File: config.mk
export PLATFORM = sky130hd
export DESIGN_NAME = mem_bus_arbiter
export DESIGN_NICKNAME = d
export VERILOG_FILES = /design/src/rtl/mem_bus_arbiter_pkg.sv /design/src/rtl/mem_bus_arbiter_arb_slot.sv /design/src/rtl/mem_bus_arbiter.sv
export SDC_FILE = /design/constraint.sdc
export NUM_CORES = 1
export LEC_CHECK = 0
export BUFFER_PORTS_ARGS = -buffer_cell sky130_fd_sc_hd__buf_2
export CORE_AREA = 4 4 104 106
export CTS_CLUSTER_SIZE = 20
export DETAILED_ROUTE_END_ITERATION = 12
export DIE_AREA = 0 0 108 110
export GPL_ROUTABILITY_DRIVEN = 0
export PLACE_DENSITY = 0.72
export SLEW_MARGIN = 25
export SYNTH_ARGS = -nofsm -noshare
export SYNTH_HDL_FRONTEND = slang
export SYNTH_HIERARCHICAL = 1
export SYNTH_SLANG_ARGS = --single-unit
File: constraint.sdc
create_clock -name clk -period 1.9 [get_ports clk]
set_input_delay 0.19 -clock clk [delete_from_list [all_inputs] [get_ports clk]]
set_output_delay 0.19 -clock clk [all_outputs]
set_load 0.02 [all_outputs]
File: src/rtl/mem_bus_arbiter_pkg.sv
// Shared bus definitions for the memory bus arbiter.
//   state_e : arbiter FSM encoding (IDLE=0, ADDR=1, DATA=2)
//   owner_e : which port owns the current bus transaction
//   SZ_*    : bus size encodings (byte/half/word)
package bus_defs;

   typedef enum logic [1:0] {
      ST_IDLE = 2'd0,
      ST_ADDR = 2'd1,
      ST_DATA = 2'd2
   } state_e;

   typedef enum logic {
      OWN_INST = 1'b0,
      OWN_DATA = 1'b1
   } owner_e;

   localparam logic [1:0] SZ_BYTE = 2'd0;
   localparam logic [1:0] SZ_HALF = 2'd1;
   localparam logic [1:0] SZ_WORD = 2'd2;

endpackage

File: src/rtl/mem_bus_arbiter_arb_slot.sv
// Per-port completion slot: done flag plus returned read data.
//   clk, rst    : clock, async active-high reset
//   req_i       : port request (held until its stall drops)
//   set_i       : transaction for this port completed on the bus
//   capture_i   : latch rdata_i (read completion)
//   clear_i     : pipeline advances this cycle; forget the completion
//   rdata_i     : bus read data
//   stall_o     : request outstanding and not yet completed
//   rdata_o     : registered read data
module arb_slot #(
   parameter int unsigned DW = 32
) (
   input  logic          clk,
   input  logic          rst,
   input  logic          req_i,
   input  logic          set_i,
   input  logic          capture_i,
   input  logic          clear_i,
   input  logic [DW-1:0] rdata_i,
   output logic          stall_o,
   output logic [DW-1:0] rdata_o
);

   logic          done_q, done_d;
   logic [DW-1:0] rdata_q, rdata_d;

   // Clear wins: a completion that lands on an advancing cycle belongs to a
   // withdrawn request and must not satisfy the next one.
   always_comb begin
      done_d  = done_q;
      rdata_d = rdata_q;
      if (clear_i)
         done_d = 1'b0;
      else if (set_i)
         done_d = 1'b1;
      if (capture_i)
         rdata_d = rdata_i;
   end

   always_ff @(posedge clk or posedge rst) begin
      if (rst) begin
         done_q  <= 1'b0;
         rdata_q <= '0;
      end else begin
         done_q  <= done_d;
         rdata_q <= rdata_d;
      end
   end

   assign stall_o = req_i & ~done_q;
   assign rdata_o = rdata_q;

endmodule

File: src/rtl/mem_bus_arbiter.sv
// Arbitrates one SRAM-like bus between the fetch port (i_*) and the
// MEM-stage data port (d_*). Data has priority; one transaction in flight.
//   clk, rst                       : clock, async active-high reset
//   i_req/i_addr/i_rdata/i_stall   : instruction fetch port
//   d_req/d_wr/d_size/d_addr/
//   d_wdata/d_rdata/d_stall        : data load/store port
//   stall_all                      : global pipeline stall (low = advance)
//   req/wr/size/addr/wdata         : bus request side
//   addr_ok/data_ok/rdata          : bus slave handshakes and read data
module mem_bus_arbiter
   import bus_defs::*;
#(
   parameter int unsigned AW = 32,
   parameter int unsigned DW = 32
) (
   input  logic          clk,
   input  logic          rst,
   input  logic          i_req,
   input  logic [AW-1:0] i_addr,
   output logic [DW-1:0] i_rdata,
   output logic          i_stall,
   input  logic          d_req,
   input  logic          d_wr,
   input  logic [1:0]    d_size,
   input  logic [AW-1:0] d_addr,
   input  logic [DW-1:0] d_wdata,
   output logic [DW-1:0] d_rdata,
   output logic          d_stall,
   input  logic          stall_all,
   output logic          req,
   output logic          wr,
   output logic [1:0]    size,
   output logic [AW-1:0] addr,
   output logic [DW-1:0] wdata,
   input  logic          addr_ok,
   input  logic          data_ok,
   input  logic [DW-1:0] rdata
);

   state_e state_q;
   owner_e owner_q;

   logic complete, i_set, d_set;

   assign complete = (state_q == ST_DATA) & data_ok;
   assign i_set    = complete & (owner_q == OWN_INST);
   assign d_set    = complete & (owner_q == OWN_DATA);

   arb_slot #(.DW(DW)) u_islot (
      .clk       (clk),
      .rst       (rst),
      .req_i     (i_req),
      .set_i     (i_set),
      .capture_i (i_set),
      .clear_i   (~stall_all),
      .rdata_i   (rdata),
      .stall_o   (i_stall),
      .rdata_o   (i_rdata)
   );

   arb_slot #(.DW(DW)) u_dslot (
      .clk       (clk),
      .rst       (rst),
      .req_i     (d_req),
      .set_i     (d_set),
      .capture_i (d_set & ~d_wr),
      .clear_i   (~stall_all),
      .rdata_i   (rdata),
      .stall_o   (d_stall),
      .rdata_o   (d_rdata)
   );

   always_ff @(posedge clk or posedge rst) begin
      if (rst) begin
         state_q <= ST_IDLE;
         owner_q <= OWN_INST;
      end else begin
         case (state_q)
            ST_IDLE: begin
               if (d_stall) begin
                  state_q <= ST_ADDR;
                  owner_q <= OWN_DATA;
               end else if (i_stall) begin
                  state_q <= ST_ADDR;
                  owner_q <= OWN_INST;
               end
            end
            ST_ADDR: begin
               if (addr_ok)
                  state_q <= ST_DATA;
            end
            ST_DATA: begin
               // On completion, hand the bus straight to the other port if it
               // is waiting; the finishing port is excluded since its done
               // flag is only being set this edge.
               if (data_ok) begin
                  if (d_stall && owner_q != OWN_DATA) begin
                     state_q <= ST_ADDR;
                     owner_q <= OWN_DATA;
                  end else if (i_stall && owner_q != OWN_INST) begin
                     state_q <= ST_ADDR;
                     owner_q <= OWN_INST;
                  end else begin
                     state_q <= ST_IDLE;
                  end
               end
            end
            default: state_q <= ST_IDLE;
         endcase
      end
   end

   always_comb begin
      req   = 1'b0;
      wr    = 1'b0;
      size  = '0;
      addr  = '0;
      wdata = '0;
      if (state_q == ST_ADDR) begin
         req = 1'b1;
         if (owner_q == OWN_DATA) begin
            wr    = d_wr;
            size  = d_size;
            addr  = d_addr;
            wdata = d_wdata;
         end else begin
            size = SZ_WORD;
            addr = i_addr;
         end
      end
   end

endmodule
# After elaboration in Yosys (flattened, before gate mapping)
# Index checks and enable logic that the tools add are counted.
[totals] word_cells=56 ff_bits=69 in_bits=138
[classes] n_mux=26 n_bitwise=10 n_reduce_logical=6 n_eq_ne=8
[op_table] op="$mux 32" count=4
[op_table] op="$mux 1" count=14
[op_table] op="$mux 2" count=6
[op_table] op="$and 1x1->1" count=6
[op_table] op="$pmux 2 s3" count=1
[op_table] op="$ne 2x1->1 const B" count=2
[op_table] op="$ne 2x2->1 const B" count=2
[op_table] op="$not 1->1" count=4
[op_table] op="$reduce_and 4->1" count=1
[op_table] op="$ne 3x1->1 const B" count=1
[op_table] op="$ne 3x3->1 const B" count=1
[op_table] op="$reduce_and 3->1" count=1
[op_table] op="$eq 2x1->1 const B" count=1
[op_table] op="$eq 2x2->1 const B" count=1
[op_table] op="$logic_and 1x1->1" count=2
[op_table] op="$logic_not 2->1" count=1
[op_table] op="$pmux 1 s2" count=1
[op_table] op="$reduce_bool 2->1" count=1

# Depth between registers and ports, before layout
# Gate-level depths: netlist of the first run.
[depth] depth_word=7 depth_mapped=6

# Modules after synthesis
# The synthesis of the first run kept the hierarchy.
[by_module_without_submodules] mod="arb_slot" area_per_inst_um2=1390.1 instances=2 cells_per_inst=72 seq_area_each_um2=825.8
[by_module_without_submodules] mod="mem_bus_arbiter" area_per_inst_um2=958.4 instances=1 cells_per_inst=138 seq_area_each_um2=75.1

# Least setup slack after synthesis of the first run
# No wires, ideal clock.
[synth_timing] path_type="reg-to-reg" start="reg owner_q" end="reg u_islot.rdata_q[0] (netlist: u_islot/rdata_o[0])" path_slack_ns=0.390 arrival_ns=1.384 setup_ns=0.125 path_stages_with_launch=7 t_required_ns=1.775 path_buffers=4 synth_period_minus_slack_ns=1.510 cell_sequence="dfrtp_1 buf_4 clkbuf_1 nor2_1 buf_6 buf_12 mux2_4"
[synth_between] elab_chain_cells=2
[synth_lines] item="start, declared" line="mem_bus_arbiter.sv:41" source="owner_e owner_q;"
[synth_lines] item="start signal, assigned" line="mem_bus_arbiter.sv:76" source="owner_q <= OWN_INST;"
[synth_lines] item="start signal, assigned" line="mem_bus_arbiter.sv:82" source="owner_q <= OWN_DATA;"
[synth_lines] item="start signal, assigned" line="mem_bus_arbiter.sv:85" source="owner_q <= OWN_INST;"
[synth_lines] item="$not 1->1" line="mem_bus_arbiter.sv:46" source="assign i_set = complete & (owner_q == OWN_INST);"
[synth_lines] item="$and 1x1->1" line="mem_bus_arbiter.sv:46"
[synth_lines] item="net i_set" line="mem_bus_arbiter.sv:43" source="logic complete, i_set, d_set;"
[synth_lines] item="end signal, assigned" line="mem_bus_arbiter_arb_slot.sv:46" source="rdata_q <= rdata_d;"
[synth_lines] item="end, declared" line="mem_bus_arbiter_arb_slot.sv:25" source="logic [DW-1:0] rdata_q, rdata_d;"
# The timed path passes the listed nets, and every way through them passes these cells.
# A chain may end at the register's enable or synchronous reset.

# Worst setup path in the final report of the first run
[layout_timing] start="reg owner_q" end="out addr[30]"
[layout_between] elab_chain_cells=2
[layout_lines] item="$mux 32" line="mem_bus_arbiter.sv:121" source="if (owner_q == OWN_DATA) begin"
[layout_lines] item="$mux 32" line="mem_bus_arbiter.sv:119" source="if (state_q == ST_ADDR) begin"
[layout_lines] item="end, declared" line="mem_bus_arbiter.sv:33" source="output logic [AW-1:0] addr,"
# No other way between the ends.

==> qor.txt, run 1 <==
========================================================================================
Outcome                                                                     finished clean
Worst slew margin relative to its limit                                            69.1%
Clock slew seen by the registers of the worst setup and hold paths                 80 ps
Initial DRC count                                                                     80
Critical Path Fanout Max                                                              49
Final nets                                                                           690
Data required time of the worst path                                             1710 ps
Final critical delay including setup and external delays                         1760 ps
DRC viols                                                                              0
Met3 track demand over resource in global routing                                  5.82%
Total length of routed wires                                                   12,500 um
Most Used Layer, Global Route                                                       met2
Non-filler instance count after layout                                               692
Clock Sink Count                                                                      69
Max Slew Vio Count                                                                     0
Post-Place Cells                                                                     673
Kind of critical path                                                            reg2out
GR Util met2                                                                       36.5%
Setup Slack @ Placement                                                           163 ps
Peak supply drop                                                                0.621 mV
Top-Level Pins                                                                       272
Minimum setup slack in the final design                                           137 ps
Sum of negative setup slack                                                         0 ps
Final setup skew                                                                 8.33 ps
Number of antenna violations at the first check in global routing                      2
Register Area                                                                  1730 um^2
Nature of the critical path endpoint                                          output pin
Number of standard cells after synthesis                                             282
Hpwl dp                                                                        10,200 um
Largest area contributor in the netlist                                          dfrtp_1
Total Die Area                                                               11,900 um^2
Fraction of the yosys area taken by sequential cells                               46.2%
Num CTS Buffers                                                                        9
FFs w/ async S/R, synth                                                             100%
Number of global-route vias before repair                                          3,467
Number of setup buffers added after CTS                                                0
Count of different cell masters after synthesis                                       27
Via count of the routed design                                                     3,239
Power per cell area                                                         1700 nW/um^2
Maxcap violations                                                                      0
Maximum number of pins on one net before global-route repair                          50
Height of the die                                                                 110 um
Clk_lat worst skew                                                                340 ps
Synthesized area per cell                                                      13.3 um^2
Total global routing track utilization                                             20.3%
Horiz. Die Dim                                                                    108 um
Port Buffer Count                                                                    271
Crit path DAT                                                                    1570 ps
Largest buffer count on any clock path                                                 2
Startpoint kind of the worst setup timing path                                      flop
Number of iterations in the first detailed-routing pass                                4
Most frequently used cell type in the post-synthesis netlist                     dfrtp_1
Internal reg-to-reg setup slack                                                   150 ps
Met1 Resource Use GR                                                               22.4%
Post-synth design cell area                                                    3740 um^2
Leakage dissipation                                                              3.18 nW
Number of storage elements in the synthesis netlist                                   69
Highest clock frequency the design can meet                                    0.567 GHz
Multi-input gate area in the final layout                                      1750 um^2
Worst Hold Class                                                                  in2reg
Max H-tree Level                                                                       3
Synth top area share                                                               46.2%
List of most frequent post-synthesis cells                                  69 x dfrtp_1, 60 x mux2_4, 34 x and3_1, 34 x nor2_1, 32 x mux2i_1
Count of flip-flops with a built-in enable after synthesis                             0
Clock root buffer                                                               clkbuf_8
Routed wirelength normalized by instance count                                   18.1 um
Final hold violation count                                                             0
Synth top area cells                                                        dfrtp_1 46%, mux2_4 24%, mux2i_1 8.6%
Remaining global-route overflow                                                        0
Share of final-layout standard cells stronger than drive strength 1                66.2%
Actual slew at the worst max-slew pin                                             464 ps
Mapped Nets                                                                          420
Portion of the clock cycle consumed by the worst path in the final layout          92.8%
Effective utilization at floorplan                                                 38.2%
Number of warning messages in the yosys log                                            6
Layout filler cell count                                                             867
Setup repair after global routing missed its margin                                   no
Detail-routed via count per cell                                                    4.68
Row Count                                                                             36
Placeable core region                                                          9770 um^2
Post-DRT Antenna Nets                                                                  0
Synthesis-to-layout area growth                                                    43.7%
Most used flip-flop cell after synthesis                                         dfrtp_1
TritonCTS clock tree                                                                done
Global-route wire length before repair                                         18,500 um
Number of failing setup endpoints in the final timing report                           0
========================================================================================
==> flip-flops by register name, indices dropped and copies added, names as in the netlist <==
register and flops:
u_islot/done_q 1, u_dslot/rdata_o 32, u_dslot/done_q 1, state_q 2, u_islot/rdata_o 32, owner_q 1
==> kinds of logic (layout without fill, tap and decap cells) <==
kind of cell	after synthesis	in the layout	synth area share (%)
AOI/OAI and AO/OA	10	10	2.08
muxes	96	96	33.9
other	0	2	0
buffers and inverters	31	306	7.46
and+or+nand+nor	76	76	10.4
DFF	69	69	46.2
==> layout make-up <==
| cell class | count | area share, % |
|---|---|---|
| clock buffer | 9 | 2.31 |
| timing repair buffer | 281 | 27.2 |
| tap | 133 | 3.10 |
| inverter | 9 | 0.676 |
| multi-input combinational | 182 | 32.5 |
| clock inverter | 7 | 1.93 |
| antenna | 2 | 0.0932 |
| sequential | 69 | 32.2 |
==> where the power goes <==
part           total [mW]  switching, mW  internal [mW]
logic                5.22           3.00           2.22
registers            2.58          0.440           2.14
clock network        1.35          0.591          0.757
total                9.15           4.03           5.12
==> worst paths after layout <==
path                                            end          startpoint  depth (start not counted)
min in group asynchronous                state_q[0]                 rst                          3
worst max register to register   u_dslot/rdata_o[8]          state_q[0]                          5
max in group asynchronous       u_dslot/rdata_o[26]                 rst                          4
worst max-delay path                       addr[30]             owner_q                          4
worst min register to register   u_dslot/rdata_o[9]  u_dslot/rdata_o[9]                          1
worst min-delay path            u_dslot/rdata_o[19]           rdata[19]                          2
==> layer usage <==
metal  vias up  wire, um
met5         -         0
met4         0       384
met3        28      1060
met2       170      6520
met1      1518      4550
li1       1523         -
==> placed cells by master (no fill, tap or decap), types with 3 or more instances in the layout <==
master	instances
mux2_4	60
buf_4	6
dfrtp_1	68
nor2_1	33
and3_1	34
buf_2	271
clkbuf_8	9
mux2_2	4
inv_1	6
inv_6	3
mux2i_1	32
==> what timing repair did <==
item                                    in CTS  in global routing
hold endpoints to repair                    69                  0
hold buffers                                 1                  0
resized for setup                            0                  1
endpoints found under the setup margin       0                 27
==> worst max-delay path, stage by stage (launching register included) <==
cell,delay [ps]
dfrtp_2,430
buf_6,330
mux2i_1,250
nor2_1,50
buf_2,170
==> through the flow <==
step / area [um^2] / hold WS [ps] / power (mW) / util [%]
2_1_floorplan: 3740 / -56.4 / 6.26 / -
3_3_place_gp: 5120 / 79.3 / 7.75 / 52.4
3_5_place_dp: 5120 / 88.6 / 7.86 / 52.4
4_1_cts: 5360 / 77.5 / 9.24 / 54.9
5_1_grt: 5370 / 80.1 / 9.68 / 55.0
6_report: 5370 / 93.8 / 9.15 / 55.0
Note: power is estimated with default switching activity, not from simulation.
==> run 2, diff against run 1 <==
--- a/config.mk
+++ b/config.mk
@@ -11,7 +11,8 @@
 export DETAILED_ROUTE_END_ITERATION = 12
 export DIE_AREA = 0 0 108 110
 export GPL_ROUTABILITY_DRIVEN = 0
-export PLACE_DENSITY = 0.72
+export PLACE_DENSITY = 0.81
+export RECOVER_POWER = 25
 export SLEW_MARGIN = 25
 export SYNTH_ARGS = -nofsm -noshare
 export SYNTH_HDL_FRONTEND = slang
==> run 2 against run 1 <==
Cell count up 0.14%; routed wire length down 3.6%; highest routed layer unchanged; combinational power about the same; power down 1.9%; critical path type unchanged; clock-buffer cell count up 1; global-route usage down 1.1 points; largest cell class unchanged; maximum frequency down 0.72%; clock skew down 0.78 ps.
==> qor.txt, run 2 (synthesized netlist as in run 1, its figures left out) <==
========================================================================================
Outcome                                                                     finished clean
Cell Area, Placed                                                              5120 um^2   about the same
End-of-flow core utilization                                                       54.6%   -0.32 points
Port Buffer Count                                                                    271   unchanged
Top-Level Pins                                                                       272   unchanged
Leakage dissipation                                                              3.15 nW   -1.1%
Initial DRC count                                                                    134   +68%
Most common cell after layout, fill and taps aside                                 buf_2
Synthesis-to-layout area growth                                                    42.8%
Highest clock frequency the design can meet                                    0.563 GHz   -0.72%
Final hold violation count                                                             0   unchanged
Height of the die                                                                 110 um   unchanged
Area of all placed cells without fillers                                       5340 um^2   -0.58%
Hpwl dp                                                                          9600 um   -5.8%
Hold path startpoint                                                             addr_ok
Final critical delay including setup and external delays                         1780 ps   +12.9 ps
DRC viols                                                                              0   unchanged
Routed wirelength normalized by instance count                                   17.4 um   -3.7%
Clk_lat worst skew                                                                330 ps   about the same
Global-route wire length before repair                                         17,400 um   -5.8%
Cell breakdown of the critical path                                         inv_2, nand2_4, inv_4, and3_1, buf_2
Final nets                                                                           688   -0.29%
Number of antenna violations at the first check in global routing                      5   +3
Remaining global-route overflow                                                        0   unchanged
Data required time of the worst path                                             1710 ps   about the same
Via count of the routed design                                                     3,179   -1.9%
Num CTS Buffers                                                                        9   unchanged
Total global routing track utilization                                             19.2%   -1.1 points
Clock slew seen by the registers of the worst setup and hold paths                 80 ps   about the same
Total length of routed wires                                                   12,100 um   -3.6%
Clock root buffer                                                               clkbuf_8
Detail-routed via count per cell                                                    4.59   -2.0%
Largest buffer count on any clock path                                                 2   unchanged
Worst Hold Class                                                                  in2reg
Setup Slack @ Placement                                                           153 ps   -10.4 ps
Slowest cell on the critical path                                                dfrtp_1
Worst hold slack across all endpoints                                            93.8 ps   +0.0276 ps
Kind of critical path                                                            reg2out
Maximum number of pins on one net before global-route repair                          43   -14%
Number of failing setup endpoints in the final timing report                           0   unchanged
Share of final-layout standard cells stronger than drive strength 1                65.8%   -0.48 points
Startpoint kind of the worst setup timing path                                      flop
Setup repair after global routing missed its margin                                   no
Startpoint of the worst-slack reg-to-reg timing path                          state_q[0]
Clock Sink Count                                                                      69   unchanged
Post-DRT Antenna Nets                                                                  0   unchanged
Effective utilization at floorplan                                                 38.2%   unchanged
Final setup skew                                                                 7.55 ps   -0.780 ps
Number of global-route vias before repair                                          3,305   -4.7%
Peak supply drop                                                                0.842 mV   +36%
Non-filler instance count after layout                                               693   +0.14%
Minimum setup slack in the final design                                           124 ps   -12.9 ps
Max Slew Vio Count                                                                     0   unchanged
Beginning of the critical path                                                state_q[1]
Most frequent cells in the layout                                           270 x buf_2, 68 x dfrtp_1, 60 x mux2_4, 34 x and3_1, 33 x nor2_1
Horiz. Die Dim                                                                    108 um   unchanged
Crit path DAT                                                                    1590 ps   +20 ps
Largest stage delay on the critical path                                          430 ps   about the same
Portion of the clock cycle consumed by the worst path in the final layout          93.5%   +0.68 points
Total Die Area                                                               11,900 um^2   unchanged
Maxcap violations                                                                      0   unchanged
Critical Path Fanout Max                                                              37   -24%
Sum of negative setup slack                                                         0 ps   unchanged
TritonCTS clock tree                                                                done
Total power consumption of the routed design                                     8.98 mW   -1.9%
Max H-tree Level                                                                       3   unchanged
Number of iterations in the first detailed-routing pass                                4   unchanged
Nature of the critical path endpoint                                          output pin
Actual slew at the worst max-slew pin                                             883 ps   +419 ps
Placeable core region                                                          9770 um^2   unchanged
Row Count                                                                             36   unchanged
Worst slew margin relative to its limit                                            41.2%   -28 points
Internal reg-to-reg setup slack                                                   140 ps   about the same
Power per cell area                                                         1680 nW/um^2   -1.3%
Post-Place Cells                                                                     671   -0.30%
========================================================================================
[run 2: cell count changes in the layout (fill, tap and decap cells not counted), sizes merged]
cell,previous run,this run
buf,280,275
clkbuf,9,13
clkinvlp,0,3
diode,2,5
clkinv,2,0
bufinv,2,1
inv,12,11
[run 2: per-layer routing]
metal	up-vias	share of wire (%)	GRT usage, %	routed length, um
li1	1516	-	-	-
met1	1487	38	21.9	4570
met2	153	52	33.1	6270
met3	23	6.8	4.60	826
met4	0	3.3	10.9	397
met5	-	0	0	0
[run 2: final cells by class]
class / count / area [um^2]
flip-flops and latches: 69 / 1730
fillers: 840 / 4430
clock buffers: 10 / 128
well taps: 133 / 166
diodes: 5 / 12.5
inverters: 9 / 36.3
clock inverters: 6 / 70.1
multi-input cells: 182 / 1750
repair buffers: 279 / 1450
[run 2: repair_timing]
action / CTS / global route
setup endpoints to repair: 0 / 4
gates resized for setup: 0 / 1
hold buffers: 1 / 0
setup buffers: 0 / 0
endpoints found under the hold margin: 69 / 0
[run 2: final timing paths]
kind,cells past startpoint,end
max in group asynchronous,4,u_dslot/rdata_o[5]
max reg2reg,5,u_dslot/rdata_o[8]
min,3,state_q[1]
min reg2reg,1,u_dslot/rdata_o[6]
max,5,wdata[14]
min in group asynchronous,3,state_q[1]
[run 2: critical path, delay by kind of cell, from the launching register on]
kind / cells / cell delay (ps)
buf+inv: 3 / 500
simple gates: 2 / 300
flops: 1 / 430
[run 2: where the power goes]
| group | internal (mW) | switching [mW] | total (mW) |
|---|---|---|---|
| Clock | 0.615 | 0.565 | 1.18 |
| Combinational | 2.25 | 3.00 | 5.25 |
| Sequential | 2.14 | 0.413 | 2.55 |
